--- src/rtl/multicycle_control_if.sv ---
// Control bundle between the multicycle MIPS main FSM (master) and its datapath (slave).
// The datapath supplies opcode and the memory handshake and consumes every control strobe.
interface multicycle_control_if #(
   parameter int CNT_W = 32
);
   logic [5:0]       opcode;
   logic             mem_ready;
   logic             pc_write;
   logic             pc_write_cond;
   logic             branch_ne;
   logic [1:0]       pc_src;
   logic             iord;
   logic             mem_read;
   logic             mem_write;
   logic             ir_write;
   logic             reg_write;
   logic             reg_dst;
   logic             mem_to_reg;
   logic             alu_src_a;
   logic [1:0]       alu_src_b;
   logic [3:0]       alu_op;
   logic             illegal_op;
   logic             mem_err;
   logic [CNT_W-1:0] instr_count;

   modport master (
      input  opcode, mem_ready,
      output pc_write, pc_write_cond, branch_ne, pc_src, iord, mem_read, mem_write,
             ir_write, reg_write, reg_dst, mem_to_reg, alu_src_a, alu_src_b, alu_op,
             illegal_op, mem_err, instr_count
   );

   modport slave (
      output opcode, mem_ready,
      input  pc_write, pc_write_cond, branch_ne, pc_src, iord, mem_read, mem_write,
             ir_write, reg_write, reg_dst, mem_to_reg, alu_src_a, alu_src_b, alu_op,
             illegal_op, mem_err, instr_count
   );
endinterface

--- src/rtl/multicycle_control.sv ---
// Main control FSM of the multicycle MIPS core: fetch/decode/execute/mem/writeback sequencing
// over a shared ALU and memory port, with a mem_ready stall watchdog and a retired-instruction counter.
module multicycle_control #(
   parameter int MEM_WAIT_MAX = 16,
   parameter int CNT_W        = 32
) (
   input  logic                 clk,
   input  logic                 rst_n,
   multicycle_control_if.master bus
);
   localparam int WAIT_W = $clog2(MEM_WAIT_MAX);

   localparam logic [5:0] OP_RTYPE = 6'h00;
   localparam logic [5:0] OP_J     = 6'h02;
   localparam logic [5:0] OP_BEQ   = 6'h04;
   localparam logic [5:0] OP_BNE   = 6'h05;
   localparam logic [5:0] OP_ADDI  = 6'h08;
   localparam logic [5:0] OP_SLTI  = 6'h0A;
   localparam logic [5:0] OP_ANDI  = 6'h0C;
   localparam logic [5:0] OP_ORI   = 6'h0D;
   localparam logic [5:0] OP_LW    = 6'h23;
   localparam logic [5:0] OP_SW    = 6'h2B;

   typedef enum logic [3:0] {
      S_INIT, S_FETCH, S_DECODE, S_R_EXE, S_R_WB, S_I_EXE, S_I_WB,
      S_ADDR, S_MEM_RD, S_LW_WB, S_MEM_WR, S_BRANCH, S_JUMP
   } state_t;

   state_t             r_state;
   state_t             w_next;
   logic [WAIT_W-1:0]  r_wait_cnt;
   logic [CNT_W-1:0]   r_instr_count;
   logic               w_mem_state;
   logic               w_expire;
   logic               w_retire;

   logic       w_pc_write, w_pc_write_cond, w_branch_ne, w_iord, w_mem_read, w_mem_write;
   logic       w_ir_write, w_reg_write, w_reg_dst, w_mem_to_reg, w_alu_src_a, w_illegal_op;
   logic [1:0] w_pc_src, w_alu_src_b;
   logic [3:0] w_alu_op;

   assign w_mem_state = (r_state == S_FETCH) || (r_state == S_MEM_RD) || (r_state == S_MEM_WR);
   // A ready in the last allowed cycle still completes normally; only a missing ready expires.
   assign w_expire    = w_mem_state && !bus.mem_ready &&
                        (r_wait_cnt == WAIT_W'(MEM_WAIT_MAX - 1));

   // NOTE: sequential state uses non-blocking assignments so every register samples pre-edge values.
   always_ff @(posedge clk) begin
      if (!rst_n) begin
         r_state       <= S_INIT;
         r_wait_cnt    <= '0;
         r_instr_count <= '0;
      end else begin
         r_state <= w_next;
         if (w_mem_state && !bus.mem_ready && !w_expire)
            r_wait_cnt <= r_wait_cnt + WAIT_W'(1);
         else
            r_wait_cnt <= '0;
         if (w_retire)
            r_instr_count <= r_instr_count + CNT_W'(1);
      end
   end

   // NOTE: every always_comb output gets a default first so no path can infer a latch.
   always_comb begin
      w_next   = r_state;
      w_retire = 1'b0;
      case (r_state)
         S_INIT:   w_next = S_FETCH;
         S_FETCH:  if (bus.mem_ready) w_next = S_DECODE;
                   else if (w_expire) w_next = S_FETCH;
         S_DECODE: begin
            case (bus.opcode)
               OP_RTYPE:                         w_next = S_R_EXE;
               OP_LW, OP_SW:                     w_next = S_ADDR;
               OP_BEQ, OP_BNE:                   w_next = S_BRANCH;
               OP_ADDI, OP_ANDI, OP_ORI, OP_SLTI: w_next = S_I_EXE;
               OP_J:                             w_next = S_JUMP;
               default:                          w_next = S_FETCH;
            endcase
         end
         S_R_EXE:  w_next = S_R_WB;
         S_I_EXE:  w_next = S_I_WB;
         S_ADDR:   w_next = (bus.opcode == OP_SW) ? S_MEM_WR : S_MEM_RD;
         S_MEM_RD: if (bus.mem_ready) w_next = S_LW_WB;
                   else if (w_expire) w_next = S_FETCH;
         S_MEM_WR: if (bus.mem_ready) begin
                      w_next   = S_FETCH;
                      w_retire = 1'b1;
                   end else if (w_expire) w_next = S_FETCH;
         S_R_WB, S_I_WB, S_LW_WB, S_BRANCH, S_JUMP: begin
            w_next   = S_FETCH;
            w_retire = 1'b1;
         end
         default:  w_next = S_INIT;
      endcase
   end

   always_comb begin
      w_pc_write      = 1'b0;
      w_pc_write_cond = 1'b0;
      w_branch_ne     = 1'b0;
      w_pc_src        = 2'b00;
      w_iord          = 1'b0;
      w_mem_read      = 1'b0;
      w_mem_write     = 1'b0;
      w_ir_write      = 1'b0;
      w_reg_write     = 1'b0;
      w_reg_dst       = 1'b0;
      w_mem_to_reg    = 1'b0;
      w_alu_src_a     = 1'b0;
      w_alu_src_b     = 2'b00;
      w_alu_op        = 4'b0000;
      w_illegal_op    = 1'b0;
      case (r_state)
         S_FETCH: begin
            w_mem_read  = 1'b1;
            w_alu_src_b = 2'b01;
            if (bus.mem_ready) begin
               w_ir_write = 1'b1;
               w_pc_write = 1'b1;
            end
         end
         S_DECODE: begin
            w_alu_src_b = 2'b11;
            case (bus.opcode)
               OP_RTYPE, OP_LW, OP_SW, OP_BEQ, OP_BNE,
               OP_ADDI, OP_ANDI, OP_ORI, OP_SLTI, OP_J: w_illegal_op = 1'b0;
               default:                                w_illegal_op = 1'b1;
            endcase
         end
         S_R_EXE: begin
            w_alu_src_a = 1'b1;
            w_alu_op    = 4'b0010;
         end
         S_R_WB: begin
            w_reg_write = 1'b1;
            w_reg_dst   = 1'b1;
         end
         S_I_EXE: begin
            w_alu_src_a = 1'b1;
            w_alu_src_b = 2'b10;
            case (bus.opcode)
               OP_ANDI: w_alu_op = 4'b0011;
               OP_ORI:  w_alu_op = 4'b0100;
               OP_SLTI: w_alu_op = 4'b0101;
               default: w_alu_op = 4'b0000;
            endcase
         end
         S_I_WB:   w_reg_write = 1'b1;
         S_ADDR: begin
            w_alu_src_a = 1'b1;
            w_alu_src_b = 2'b10;
         end
         S_MEM_RD: begin
            w_iord     = 1'b1;
            w_mem_read = 1'b1;
         end
         S_LW_WB: begin
            w_reg_write  = 1'b1;
            w_mem_to_reg = 1'b1;
         end
         S_MEM_WR: begin
            w_iord      = 1'b1;
            w_mem_write = 1'b1;
         end
         S_BRANCH: begin
            w_alu_src_a     = 1'b1;
            w_alu_op        = 4'b0001;
            w_pc_write_cond = 1'b1;
            w_pc_src        = 2'b01;
            w_branch_ne     = (bus.opcode == OP_BNE);
         end
         S_JUMP: begin
            w_pc_write = 1'b1;
            w_pc_src   = 2'b10;
         end
         default: ;
      endcase
   end

   assign bus.pc_write      = w_pc_write;
   assign bus.pc_write_cond = w_pc_write_cond;
   assign bus.branch_ne     = w_branch_ne;
   assign bus.pc_src        = w_pc_src;
   assign bus.iord          = w_iord;
   assign bus.mem_read      = w_mem_read;
   assign bus.mem_write     = w_mem_write;
   assign bus.ir_write      = w_ir_write;
   assign bus.reg_write     = w_reg_write;
   assign bus.reg_dst       = w_reg_dst;
   assign bus.mem_to_reg    = w_mem_to_reg;
   assign bus.alu_src_a     = w_alu_src_a;
   assign bus.alu_src_b     = w_alu_src_b;
   assign bus.alu_op        = w_alu_op;
   assign bus.illegal_op    = w_illegal_op;
   assign bus.mem_err       = w_expire;
   assign bus.instr_count   = r_instr_count;
endmodule
--- src/flat_wrapper.sv ---
// flat-port wrapper written by rule: the top's interface ports become plain ports
module multicycle_control_flat 
#(
   parameter int MEM_WAIT_MAX = 16,
   parameter int CNT_W        = 32
)
  (clk, rst_n, bus_opcode, bus_mem_ready, bus_pc_write, bus_pc_write_cond, bus_branch_ne, bus_pc_src, bus_iord, bus_mem_read, bus_mem_write, bus_ir_write, bus_reg_write, bus_reg_dst, bus_mem_to_reg, bus_alu_src_a, bus_alu_src_b, bus_alu_op, bus_illegal_op, bus_mem_err, bus_instr_count);
  multicycle_control_if #(.CNT_W(CNT_W)) bus_i ();
  input  logic clk;
  input  logic rst_n;
  input wire logic [$bits(bus_i.opcode)-1:0] bus_opcode;
  input wire logic [$bits(bus_i.mem_ready)-1:0] bus_mem_ready;
  output wire logic [$bits(bus_i.pc_write)-1:0] bus_pc_write;
  output wire logic [$bits(bus_i.pc_write_cond)-1:0] bus_pc_write_cond;
  output wire logic [$bits(bus_i.branch_ne)-1:0] bus_branch_ne;
  output wire logic [$bits(bus_i.pc_src)-1:0] bus_pc_src;
  output wire logic [$bits(bus_i.iord)-1:0] bus_iord;
  output wire logic [$bits(bus_i.mem_read)-1:0] bus_mem_read;
  output wire logic [$bits(bus_i.mem_write)-1:0] bus_mem_write;
  output wire logic [$bits(bus_i.ir_write)-1:0] bus_ir_write;
  output wire logic [$bits(bus_i.reg_write)-1:0] bus_reg_write;
  output wire logic [$bits(bus_i.reg_dst)-1:0] bus_reg_dst;
  output wire logic [$bits(bus_i.mem_to_reg)-1:0] bus_mem_to_reg;
  output wire logic [$bits(bus_i.alu_src_a)-1:0] bus_alu_src_a;
  output wire logic [$bits(bus_i.alu_src_b)-1:0] bus_alu_src_b;
  output wire logic [$bits(bus_i.alu_op)-1:0] bus_alu_op;
  output wire logic [$bits(bus_i.illegal_op)-1:0] bus_illegal_op;
  output wire logic [$bits(bus_i.mem_err)-1:0] bus_mem_err;
  output wire logic [$bits(bus_i.instr_count)-1:0] bus_instr_count;
  assign bus_i.opcode = bus_opcode;
  assign bus_i.mem_ready = bus_mem_ready;
  assign bus_pc_write = bus_i.pc_write;
  assign bus_pc_write_cond = bus_i.pc_write_cond;
  assign bus_branch_ne = bus_i.branch_ne;
  assign bus_pc_src = bus_i.pc_src;
  assign bus_iord = bus_i.iord;
  assign bus_mem_read = bus_i.mem_read;
  assign bus_mem_write = bus_i.mem_write;
  assign bus_ir_write = bus_i.ir_write;
  assign bus_reg_write = bus_i.reg_write;
  assign bus_reg_dst = bus_i.reg_dst;
  assign bus_mem_to_reg = bus_i.mem_to_reg;
  assign bus_alu_src_a = bus_i.alu_src_a;
  assign bus_alu_src_b = bus_i.alu_src_b;
  assign bus_alu_op = bus_i.alu_op;
  assign bus_illegal_op = bus_i.illegal_op;
  assign bus_mem_err = bus_i.mem_err;
  assign bus_instr_count = bus_i.instr_count;
  multicycle_control #(.MEM_WAIT_MAX(MEM_WAIT_MAX), .CNT_W(CNT_W)) u_core (.clk(clk), .rst_n(rst_n), .bus(bus_i));
endmodule
--- config.mk ---
export PLATFORM = sky130hd
export DESIGN_NAME = multicycle_control_flat
export DESIGN_NICKNAME = d
export VERILOG_FILES = /design/src/rtl/multicycle_control_if.sv /design/src/rtl/multicycle_control.sv /design/src/flat_wrapper.sv
export SDC_FILE = /design/constraint.sdc
export NUM_CORES = 1
export LEC_CHECK = 0
export ABC_AREA = 1
export CAP_MARGIN = 15
export CELL_PAD_IN_SITES_DETAIL_PLACEMENT = 0
export CELL_PAD_IN_SITES_GLOBAL_PLACEMENT = 2
export CORE_MARGIN = 1
export CORE_UTILIZATION = 26
export CTS_BUF_LIST = sky130_fd_sc_hd__clkbuf_8
export DETAILED_ROUTE_END_ITERATION = 10
export PLACE_DENSITY = 0.9
export SETUP_SLACK_MARGIN = 0.1
export SYNTH_ARGS = -nofsm -noshare
export SYNTH_HDL_FRONTEND = slang
export SYNTH_SLANG_ARGS = --single-unit
--- constraint.sdc ---
create_clock -name clk -period 1.7 [get_ports clk]
set_input_delay 0.17 -clock clk [delete_from_list [all_inputs] [get_ports clk]]
set_output_delay 0.17 -clock clk [all_outputs]
set_load 0.05 [all_outputs]
==> results_dict.tcl <==
set metrics [dict create \
    run_status "completed" \
    cts_htree_levels 2 \
    ios 62 \
    max_freq_mhz 624 \
    m1WireLength_mm 4.21 \
    vdd_ir_drop_max_mv 0.246 \
    final_layout_size_suffix_gt1_frac 0.348 \
    rsz0062_at_grt "true" \
    synth_area_leader_cell "dfxtp_1" \
    p_leak_nw 1.80 \
    grt_max_degree 26 \
    design_area_sq_mm 0.00439 \
    grt_first_pass_wirelength_mm 13.6 \
    clockRootBuffer "clkbuf_8" \
    yosysSeqAreaShare 0.301 \
    timing_hold_violations_final 0 \
    crit_path_end_kind "output pin" \
    dpl_cell_area_sq_mm 0.00375 \
    synth_cells 452 \
    setup_ws_ns 0.0975 \
    yosys-top-cells-count "140 x nand2_1, 88 x nor2_1, 48 x inv_1" \
    firstDrtPassIters 4 \
    hold_buffers 0 \
    hold_path_depth 1 \
    num_antenna_cells 0 \
    arrival_ns 1.43 \
    synth_edf_count 0 \
    async_reset_ff_frac 0 \
    finalWorstPathRequiredPeriod_ns 1.60 \
    ys_top_cells_by_area "dfxtp_1 30%, nand2_1 20%, nor2_1 12%" \
    finalCritPeriodShare 0.943 \
    hold_class "reg2reg" \
    vias_per_cell 4.56 \
    drc 0 \
    area_delta_synth_final_pct 65.3 \
    cap_violations 0 \
    place_ws_ns -0.0265 \
    cts_buffers 5 \
    rows 36 \
    worstPathMaxFanout 4 \
    syn_nets 463 \
    wl_mm 8.91 \
    start_util 0.271 \
    slew_viol_final 0 \
    synth_area_sq_mm 0.00266 \
    path_clk_slew_ns 0.07 \
    ys_dominant_reg_cell "dfxtp_1" \
    highest_layer "met4" \
    dp_hpwl_mm 6.43 \
    path_class "reg2out" \
    met3WireLength_microns 326 \
    synth_seq_cells 40 \
    p_per_area_mw_per_mm2 502 \
    antenna_found_initial 0 \
    grtUsageTotal 0.163 \
    synth_most_common_cell "nand2_1" \
    wl_per_cell_microns 13.0 \
    required_ns 1.53 \
    dp_cells 657 \
    fin_worst_skew_ns 0.0163 \
    cts_sinks 40 \
    grt_pass1_vias 2880 \
    hold_ws_ns 0.456 \
    yosys_warnings 0 \
    ant_nets 0 \
    startpoint_type "register" \
    fin_cells 685 \
    place_congestion 0.845 \
    num_vias 3125 \
    core_area_sq_mm 0.00982 \
    port-buffer-count 60 \
    fin_util 0.448 \
    dieArea_sq_mm 0.0106 \
    die_y_microns 103 \
    die_w_microns 103 \
    met2_length_mm 4.31 \
    drtIter0Drc 133 \
    r2r_cells 11 \
    grt.overflow.total 0 \
    cts_buffer_depth 2 \
    synth_cell_types 29 \
    synth.top_cell.area_share 0.301 \
    avgSynthCellArea_sq_um 5.88 \
    final_nets 562 \
    clk_latency_ns 0.30 \
    cts_tree "done" \
    finalSetupViolCount 0 \
]
path summary, 6_finish.rpt:
kind	slack, ns	endpoint	startpoint
max	0.1	bus_alu_op[1]	u_core.r_state[3]
min	0.46	u_core.r_wait_cnt[0]	u_core.r_wait_cnt[0]
min reg2reg	0.46	u_core.r_wait_cnt[0]	u_core.r_wait_cnt[0]
max reg2reg	0.11	u_core.bus.instr_count[11]	u_core.r_state[2]
sequential cells by signal (all words and copies together), names as in the netlist:
| signal | flops |
|---|---|
| u_core.bus.instr_count | 32 |
| u_core.r_state | 4 |
| u_core.r_wait_cnt | 4 |
per-stage QoR:
step / power (mW) / TNS [ns]
global route: 2.31 / -0.00165
global placement: 1.48 / -0.00439
detailed placement: 1.48 / -0.0354
floorplan: 1.26 / 0
CTS: 2.13 / 0
finish: 2.21 / 0
where the power goes:
group	internal (mW)	switching (mW)
registers	0.948	0.0311
clock network	0.277	0.340
logic	0.263	0.347
total	1.49	0.719
cell families after synthesis:
kind of cell,synth area share
AND/OR/NAND/NOR,0.483
AO/OA/AOI/OAI,0.0843
flip-flops,0.301
other,0.00141
buffers and inverters,0.101
adder cells (fa/ha/maj),0.00941
XOR/XNOR,0.0198
repair_timing:
action | CTS | global route
gates resized for setup | 48 | 77
pin swaps | 9 | 26
buffers inserted | 3 | 13
endpoints found under the setup margin | 22 | 40
cloned | 0 | 4
cell usage in the layout, fill, tap and decap left out, types with 5 or more instances in the layout:
cell           count
a21oi_1           19
a21oi_2            6
buf_12            21
buf_4             51
buf_6              9
clkbuf_8           5
dfxtp_1           16
dfxtp_2           18
dfxtp_4            6
dlygate4sd2_1     15
inv_1             44
inv_4              5
nand2_1          126
nand2_2           10
nand2_4            5
nand3_1           22
nand3_2            5
nand4_1           15
nor2_1            74
nor2_2            11
nor2_4            13
worst max-delay path, stage by stage, from the launching register on:
cell     delay, ns
dfxtp_4       0.37
inv_4         0.08
nand2_4       0.05
buf_6         0.12
nor2_4        0.15
inv_4         0.07
o22ai_4       0.14
buf_12        0.16
routing by layer:
layer | GRT usage | vias to the layer above
met5 | 0 | -
met4 | 0.0293 | 0
met3 | 0.0258 | 6
met2 | 0.269 | 55
met1 | 0.226 | 1433
li1 | - | 1631
final cells by class:
cell class / count / area (sq um)
Timing Repair Buffer: 103 / 1160
Fill cell: 1062 / 5430
Inverter: 52 / 220
Sequential cell: 40 / 846
Multi-Input combinational cell: 349 / 1920
Tap cell: 133 / 166
Clock inverter: 3 / 12.5
Clock buffer: 5 / 68.8
No activity file was read; power rests on OpenSTA's default activity.
